## src/rtl/parc_core_rob_result_buffer_if.sv

```systemverilog
// Bus between the ROB/functional units and the ROB result buffer:
// fill, squash, commit, bypass lookup and the register-file write port.
interface parc_core_rob_result_buffer_if #(
  parameter int DATA_W  = 32,
  parameter int SLOT_W  = 4,
  parameter int COUNT_W = 16
);
  logic               fill_val;
  logic [SLOT_W-1:0]  fill_slot;
  logic [DATA_W-1:0]  fill_data;
  logic               squash_val;
  logic [SLOT_W-1:0]  squash_slot;
  logic               commit_wen;
  logic [SLOT_W-1:0]  commit_slot;
  logic [4:0]         commit_rf_waddr;
  logic [SLOT_W-1:0]  byp_slot;
  logic               byp_hit;
  logic [DATA_W-1:0]  byp_data;
  logic               rf_wen;
  logic [4:0]         rf_waddr;
  logic [DATA_W-1:0]  rf_wdata;
  logic               commit_err;
  logic [COUNT_W-1:0] commit_count;

  modport master (
    output fill_val, fill_slot, fill_data, squash_val, squash_slot,
           commit_wen, commit_slot, commit_rf_waddr, byp_slot,
    input  byp_hit, byp_data, rf_wen, rf_waddr, rf_wdata, commit_err, commit_count
  );

  modport slave (
    input  fill_val, fill_slot, fill_data, squash_val, squash_slot,
           commit_wen, commit_slot, commit_rf_waddr, byp_slot,
    output byp_hit, byp_data, rf_wen, rf_waddr, rf_wdata, commit_err, commit_count
  );
endinterface

```

## src/rtl/parc_core_rob_result_buffer.sv

```systemverilog
// ROB result buffer: holds functional-unit results by ROB slot until commit,
// then drives the register-file write port one cycle later; also serves bypass.
module parc_core_rob_result_buffer #(
  parameter int DATA_W  = 32,
  parameter int SLOT_W  = 4,
  parameter int COUNT_W = 16
) (
  input  logic clk,
  input  logic reset,
  parc_core_rob_result_buffer_if.slave rb
);
  localparam int DEPTH = 1 << SLOT_W;

  logic [DEPTH-1:0]   present;
  logic [DEPTH-1:0]   present_nxt;
  logic [DATA_W-1:0]  data_mem [DEPTH];

  logic               fwd_p0;
  logic               vld_p0;
  logic               err_p0;
  logic [DATA_W-1:0]  src_data_p0;

  logic               rf_wen_p1;
  logic [4:0]         rf_waddr_p1;
  logic [DATA_W-1:0]  rf_wdata_p1;
  logic               commit_err_q;
  logic [COUNT_W-1:0] commit_count_q;

  // ---- p0: commit decode; a same-cycle fill to the committing slot is forwarded
  always_comb begin
    fwd_p0      = rb.fill_val && (rb.fill_slot == rb.commit_slot);
    src_data_p0 = fwd_p0 ? rb.fill_data : data_mem[rb.commit_slot];
    vld_p0      = rb.commit_wen && (fwd_p0 || present[rb.commit_slot]);
    err_p0      = rb.commit_wen && !vld_p0;
  end

  // Priority: fill < squash < retiring commit.
  always_comb begin
    present_nxt = present;
    if (rb.fill_val)   present_nxt[rb.fill_slot]   = 1'b1;
    if (rb.squash_val) present_nxt[rb.squash_slot] = 1'b0;
    if (vld_p0)        present_nxt[rb.commit_slot] = 1'b0;
  end

  always_ff @(posedge clk or negedge reset) begin
    if (!reset) present <= '0;
    else        present <= present_nxt;
  end

  always_ff @(posedge clk) begin
    if (rb.fill_val) data_mem[rb.fill_slot] <= rb.fill_data;
  end

  // ---- p1: registered register-file write port and retirement bookkeeping
  always_ff @(posedge clk or negedge reset) begin
    if (!reset) begin
      rf_wen_p1      <= 1'b0;
      rf_waddr_p1    <= '0;
      rf_wdata_p1    <= '0;
      commit_err_q   <= 1'b0;
      commit_count_q <= '0;
    end else begin
      rf_wen_p1 <= vld_p0 && (rb.commit_rf_waddr != 5'd0);
      if (vld_p0 && (rb.commit_rf_waddr != 5'd0)) begin
        rf_waddr_p1 <= rb.commit_rf_waddr;
        rf_wdata_p1 <= src_data_p0;
      end
      if (vld_p0) commit_count_q <= commit_count_q + COUNT_W'(1);
      if (err_p0) commit_err_q   <= 1'b1;
    end
  end

  // Bypass sees only registered state; same-cycle fills appear next cycle.
  always_comb begin
    rb.byp_hit  = present[rb.byp_slot];
    rb.byp_data = present[rb.byp_slot] ? data_mem[rb.byp_slot] : '0;
  end

  assign rb.rf_wen       = rf_wen_p1;
  assign rb.rf_waddr     = rf_waddr_p1;
  assign rb.rf_wdata     = rf_wdata_p1;
  assign rb.commit_err   = commit_err_q;
  assign rb.commit_count = commit_count_q;
endmodule

```

## src/flat_wrapper.sv

```systemverilog
// flat-port wrapper written by rule: the top's interface ports become plain ports
module parc_core_rob_result_buffer_flat 
#(
  parameter int DATA_W  = 32,
  parameter int SLOT_W  = 4,
  parameter int COUNT_W = 16
)
  (clk, reset, rb_fill_val, rb_fill_slot, rb_fill_data, rb_squash_val, rb_squash_slot, rb_commit_wen, rb_commit_slot, rb_commit_rf_waddr, rb_byp_slot, rb_byp_hit, rb_byp_data, rb_rf_wen, rb_rf_waddr, rb_rf_wdata, rb_commit_err, rb_commit_count);
  parc_core_rob_result_buffer_if #(.DATA_W(DATA_W), .SLOT_W(SLOT_W), .COUNT_W(COUNT_W)) rb_i ();
  input  logic clk;
  input  logic reset;
  input wire logic [$bits(rb_i.fill_val)-1:0] rb_fill_val;
  input wire logic [$bits(rb_i.fill_slot)-1:0] rb_fill_slot;
  input wire logic [$bits(rb_i.fill_data)-1:0] rb_fill_data;
  input wire logic [$bits(rb_i.squash_val)-1:0] rb_squash_val;
  input wire logic [$bits(rb_i.squash_slot)-1:0] rb_squash_slot;
  input wire logic [$bits(rb_i.commit_wen)-1:0] rb_commit_wen;
  input wire logic [$bits(rb_i.commit_slot)-1:0] rb_commit_slot;
  input wire logic [$bits(rb_i.commit_rf_waddr)-1:0] rb_commit_rf_waddr;
  input wire logic [$bits(rb_i.byp_slot)-1:0] rb_byp_slot;
  output wire logic [$bits(rb_i.byp_hit)-1:0] rb_byp_hit;
  output wire logic [$bits(rb_i.byp_data)-1:0] rb_byp_data;
  output wire logic [$bits(rb_i.rf_wen)-1:0] rb_rf_wen;
  output wire logic [$bits(rb_i.rf_waddr)-1:0] rb_rf_waddr;
  output wire logic [$bits(rb_i.rf_wdata)-1:0] rb_rf_wdata;
  output wire logic [$bits(rb_i.commit_err)-1:0] rb_commit_err;
  output wire logic [$bits(rb_i.commit_count)-1:0] rb_commit_count;
  assign rb_i.fill_val = rb_fill_val;
  assign rb_i.fill_slot = rb_fill_slot;
  assign rb_i.fill_data = rb_fill_data;
  assign rb_i.squash_val = rb_squash_val;
  assign rb_i.squash_slot = rb_squash_slot;
  assign rb_i.commit_wen = rb_commit_wen;
  assign rb_i.commit_slot = rb_commit_slot;
  assign rb_i.commit_rf_waddr = rb_commit_rf_waddr;
  assign rb_i.byp_slot = rb_byp_slot;
  assign rb_byp_hit = rb_i.byp_hit;
  assign rb_byp_data = rb_i.byp_data;
  assign rb_rf_wen = rb_i.rf_wen;
  assign rb_rf_waddr = rb_i.rf_waddr;
  assign rb_rf_wdata = rb_i.rf_wdata;
  assign rb_commit_err = rb_i.commit_err;
  assign rb_commit_count = rb_i.commit_count;
  parc_core_rob_result_buffer #(.DATA_W(DATA_W), .SLOT_W(SLOT_W), .COUNT_W(COUNT_W)) u_core (.clk(clk), .reset(reset), .rb(rb_i));
endmodule
```

## config.mk

```make
export PLATFORM = sky130hd
export DESIGN_NAME = parc_core_rob_result_buffer_flat
export DESIGN_NICKNAME = d
export VERILOG_FILES = /design/src/rtl/parc_core_rob_result_buffer_if.sv /design/src/rtl/parc_core_rob_result_buffer.sv /design/src/flat_wrapper.sv
export SDC_FILE = /design/constraint.sdc
export NUM_CORES = 1
export LEC_CHECK = 0
export CAP_MARGIN = 15
export CORE_MARGIN = 3
export CORE_UTILIZATION = 58
export DETAILED_ROUTE_END_ITERATION = 12
export DONT_BUFFER_PORTS = 1
export GPL_ROUTABILITY_DRIVEN = 0
export PLACE_DENSITY = 0.76
export SLEW_MARGIN = 10
export SYNTH_ARGS = -nofsm -noshare
export SYNTH_HDL_FRONTEND = slang
export SYNTH_SLANG_ARGS = --single-unit
```

## constraint.sdc

```tcl
create_clock -name clk -period 2.49 [get_ports clk]
set_clock_uncertainty 0.15 [all_clocks]
set_input_delay 0.1245 -clock clk [delete_from_list [all_inputs] [get_ports clk]]
set_output_delay 0.1245 -clock clk [all_outputs]
set_load 0.005 [all_outputs]
```

### Yosys cells after proc, flatten, opt, wreduce, memory -nomap -nowiden

Memory sizes are Yosys's and may differ from the RTL's. A register that Yosys moved wholly into a read port is not among the register bits.
Index checks and enable logic that the tools add are counted.

* bits in registers: 39
* bits in latches: 0
* RAM bits: 512
* bits in read-only memories: 0
* input bits: 58
* output and inout bits: 88
* logic and storage cells: 47
* memories kept: 1

* $add $sub $neg: 1
* $mul: 0
* div/mod/pow operators: 0
* $lt $le $gt $ge: 7
* eq/ne operators: 1
* shifts and indexed selects: 0
* mux-type cells: 16
* bitwise gates (word level): 5
* reduce and logical (&&, ||, !) cells: 11

Memory list
* u_core.data_mem: depth 16, bits a word 32, read ports 2, clocked after Yosys merged registers in 1, write ports 1, line parc_core_rob_result_buffer.sv:16 `logic [DATA_W-1:0] data_mem [DEPTH];`

Operator list (count)
* $mux 16: 3
* $and 16x16->16: 2
* $mux 32: 1
* $not 16->16: 2
* $lt 4x5->1 const B: 4
* $add 16x1->16 const B: 1
* $or 16x16->16: 1
* $demux 1 s4: 3
* $ge 4x1->1 const B: 3
* $bmux 1 s4: 2
* $logic_and 1x1->1: 7
* $mux 1: 7
* $reduce_bool 5->1: 1
* $eq 4x4->1: 1
* $logic_not 1->1: 2
* $logic_or 1x1->1: 1

### Longest topological paths before layout

* depth after elaboration: 10
* mapped depth: 9
* depth with buffers taken out: 6

### Worst setup path before layout

OpenSTA, ideal clock, no wires.

* path kind: input port to flip-flop
* from: input rb_fill_slot[2]
* to: memory u_core.data_mem[0][0], enable pin
* setup time: 0.463 ns
* arrival time: 2.892 ns
* required time: 1.877 ns
* slack: -1.015 ns
* cell stages on the path: 2
* path buffers: 0
* cells stage by stage: or3b_2 nor3_1

RTL lines
* from (decl): line flat_wrapper.sv:13 `input wire logic [$bits(rb_i.fill_slot)-1:0] rb_fill_slot;`
* to (decl): line parc_core_rob_result_buffer.sv:16

Straight into the memory's write port.

### Final worst setup path

* from: register u_core.present[2]
* to: output rb_byp_data[18]

* word-level cells in the longest chain between the ends: 3

RTL lines
* from (decl): line parc_core_rob_result_buffer.sv:14 `logic [DEPTH-1:0] present;`
* from (signal assigned): line parc_core_rob_result_buffer.sv:47 `else present <= present_nxt;`
* $bmux 1 s4: line parc_core_rob_result_buffer.sv:76 `rb.byp_data = present[rb.byp_slot] ? data_mem[rb.byp_slot] : '0;`
* $mux 1 (not written as such): line parc_core_rob_result_buffer.sv:76
* $mux 32: line parc_core_rob_result_buffer.sv:76
* to (decl): line flat_wrapper.sv:22 `output wire logic [$bits(rb_i.byp_data)-1:0] rb_byp_data;`

No other way between the ends. The select of a mux whose other input is x is not followed.

==> run_results.csv <==
group,metric,value,unit
synthesis,synth_edf_count,512,
power,powerDensity,763,mW/mm^2
cells_and_area,final_core_util,67.3,%
timing,hold_viol_final,1,
timing,timing.hold.ws,-6.25,ps
synthesis,synth_nets,1382,
synthesis,synth_common_cells,"512 x edfxtp_1, 295 x mux4_2, 71 x dfrtp_1",
floorplanning,dieArea,0.0492,sq mm
setup_path,worstSetupPathType,"reg2out",
timing,layout_min_cycle_time,2640,ps
timing,fmax,0.378,GHz
grt,busiest_layer,"met2",
cells_and_area,regArea,0.0172,sq mm
timing,rsz0062_at_grt,"true",
clock_network,root_buffer,"clkbuf_16",
floorplanning,pin_count,146,
placed_design,placed_cells,1859,
drt,viasPerCell,7.32,
setup_path,crit_path_cell_trace,"mux4_2, mux2_4, o21ai_4, buf_12, nor2b_1",
grt,gr-usage-met3,8.45,%
job,drv_cap,0,
clock_network,numCtsBuffers,59,
synthesis,syn_inst,1323,
floorplanning,die_x,222,um
cells_and_area,drive_above_1_share,37.1,%
grt,grt_pass1_vias,15400,
grt,grt_antenna_before_repair,4,
cells_and_area,areaGrowthSynthToFinish,13.9,%
synthesis,ys.flop_type,"edfxtp_1",
grt,grt_pass1_wl,103000,um
timing,tightest_slew,968,ps
setup_path,critPathRequiredTime,2220,ps
drt,antenna_left,0,
setup_path,cp_max_fo,26,
timing,setup_ws,-154,ps
synthesis,synth.area.top_cells,"edfxtp_1 57%, mux4_2 25%, dfrtp_1 6.6%, mux2_2 2.1%, mux2i_1 1.3%",
cells_and_area,multi_input_area,0.00954,sq mm
timing,slew_viol_final,0,
grt,met2_usage,44.1,%
clock_network,cts_tree,"yes",
clock_network,clk_pin_slew_worst_paths,60,ps
clock_network,clk-insertion-delay-late,610,ps
timing,period_share,106,%
synthesis,yosys.area.top_type,"edfxtp_1",
drt,wl_per_cell,33.8,um
placed_design,dp_hpwl,35400,um
synthesis,synth_top_area_share,57.0,%
cells_and_area,nets,1452,
grt,grtUsageTotal,28.5,%
drt,drtPass1Iterations,5,
synthesis,ys_ff_latch,583,
clock_network,clock-sinks,583,
grt,grt_use_met1,40.2,%
drt,routed_wl,69000,um
clock_network,htree_levels,2,
synthesis,syn_area,0.0270,sq mm
setup_path,critical_path_arrival,2370,ps
drt,drt_iter0_markers,1863,
drt,vias,15000,
floorplanning,rows,78,
setup_path,worstSetupEndpointType,"output pin",
timing,setup_violations,33,
setup_path,critPathSlowestCell,"mux4_2",
synthesis,ys_seq_area_share,63.5,%
synthesis,yosysMostFrequentCell,"edfxtp_1",
cells_and_area,fill_cells,2818,
grt,grt_max_degree,133,
clock_network,max-clock-path-buffers,3,
setup_path,crit_family,"multiplexers",
cells_and_area,instances_no_fill,2044,
timing,relSlewSlack,35.2,%
synthesis,avgSynthCellArea,20.4,sq um
drt,drc,0,
min_path,hp-class,"in2reg",
floorplanning,start_util,59.1,%
synthesis,synth-async-reset-ratio,12.2,%
outcome,status,"complete, but fails checks",
grt,overflow,0,
setup_path,crit_buf_inv,1,
floorplanning,core_area,0.0457,sq mm
power,vdd_drop_max,0.572,mV
outcome,violations,"hold timing, setup timing",
setup_path,startpoint_type,"flip-flop",
synthesis,yosysWarnings,0,
floorplanning,die_h,222,um
power,p_leak,9.96,nW
placed_design,port_buffers,0,
setup_path,slowest_delay,480,ps
synthesis,synth_cell_types,48,
==> cells in the final DEF (no fill, tap or decap), types with 4 or more instances in the layout <==
cell type      synthesis  layout
edfxtp_1             512     512
mux4_2               295     295
dfrtp_1               71      71
dlygate4sd3_1          0      64
clkbuf_16              0      62
mux2_2                51      50
o22ai_1               38      38
nor2b_1               36      36
mux2i_1               34      33
a31oi_1               34      32
buf_4                  0      29
mux2_4                20      21
xnor2_1               15      15
buf_12                 2      15
clkbuf_1              54      13
nor2_4                 0      12
nand2_1               12      11
nand3_1               10      10
clkbuf_8               0      10
nor2_1                22       9
bufinv_16              0       8
clkinv_2               0       8
clkinv_1               1       6
a21oi_1                6       6
nand4_1                5       5
and3_1                 5       5
nand2b_1               4       4
a41oi_1                4       4
a221oi_1               6       4
xor2_1                 4       4
==> worst min-delay path, cell delays in order <==
cell	delay, ps
mux4_2	210
mux2i_1	60
a31oi_1	150
mux2_4	140
==> worst paths after layout <==
check,slack (ps),endpoint,startpoint,cells after the start
setup / recovery,-150,rb_byp_data[18],u_core.present[2],5
setup reg to reg,50,u_core.rb.rf_wdata[12],u_core.present[3],7
hold / removal,-6,u_core.rb.rf_wdata[4],rb_commit_slot[0],4
max in group asynchronous,1380,u_core.rb.rf_wdata[24],reset,3
hold reg to reg,340,u_core.rb.commit_count[15],u_core.rb.commit_count[15],1
min in group asynchronous,450,u_core.rb.rf_wdata[4],reset,3
==> state kept, by name, summed over array words and instances, names as in the netlist <==
signal                  flops
u_core.data_mem           512
u_core.present             16
u_core.rb.commit_count     16
u_core.rb.commit_err        1
u_core.rb.rf_waddr          5
u_core.rb.rf_wdata         32
u_core.rb.rf_wen            1
==> where the power goes <==
part           internal [mW]  switching (mW)
logic                   1.41            1.04
registers               11.2           0.489
clock network           5.65            3.64
==> metrics by stage <==
stage	setup TNS [ps]	power (mW)	worst slack, ps	instance area [sq um]
detailed placement	0	14.0	103	27900
global placement	0	13.9	156	27900
finish	-3500	23.5	-154	30800
global route	-5570	24.3	-234	30700
CTS	-3750	23.6	-168	30700
floorplan	-81360	13.6	-771	27000
==> repair_timing <==
action	in CTS	in global routing
hold endpoints to repair	805	0
hold buffers	67	0
gates resized for setup	3	9
endpoints found under the setup margin	33	50
buffers inserted	3	4
pin swaps	1	2
==> cell families after synthesis <==
kind of cell | share of synthesized area [%]
multiplexers | 29.1
buffers and inverters | 1.79
AND/OR/NAND/NOR | 2.29
flip-flops | 63.5
AO/OA/AOI/OAI | 2.61
adder cells (fa/ha/maj) | 0.0463
XOR/XNOR | 0.616
==> layout make-up <==
class | count | area share, %
Clock buffer | 85 | 5.65
Multi-Input combinational cell | 634 | 31.0
Clock inverter | 25 | 1.07
Inverter | 4 | 0.0488
Tap cell | 600 | 2.44
Timing Repair Buffer | 111 | 4.00
Sequential cell | 583 | 55.8
Antenna cell | 2 | 0.0163
==> per-layer routing <==
layer / vias up / wire [um] / share of wire, %
li1: 5872 / - / -
met3: 175 / 8200 / 12
met2: 1052 / 32900 / 48
met4: 4 / 2200 / 3.2
met1: 7854 / 25700 / 37
met5: - / 24 / 0.035
Power figures use the tool's default switching activity.
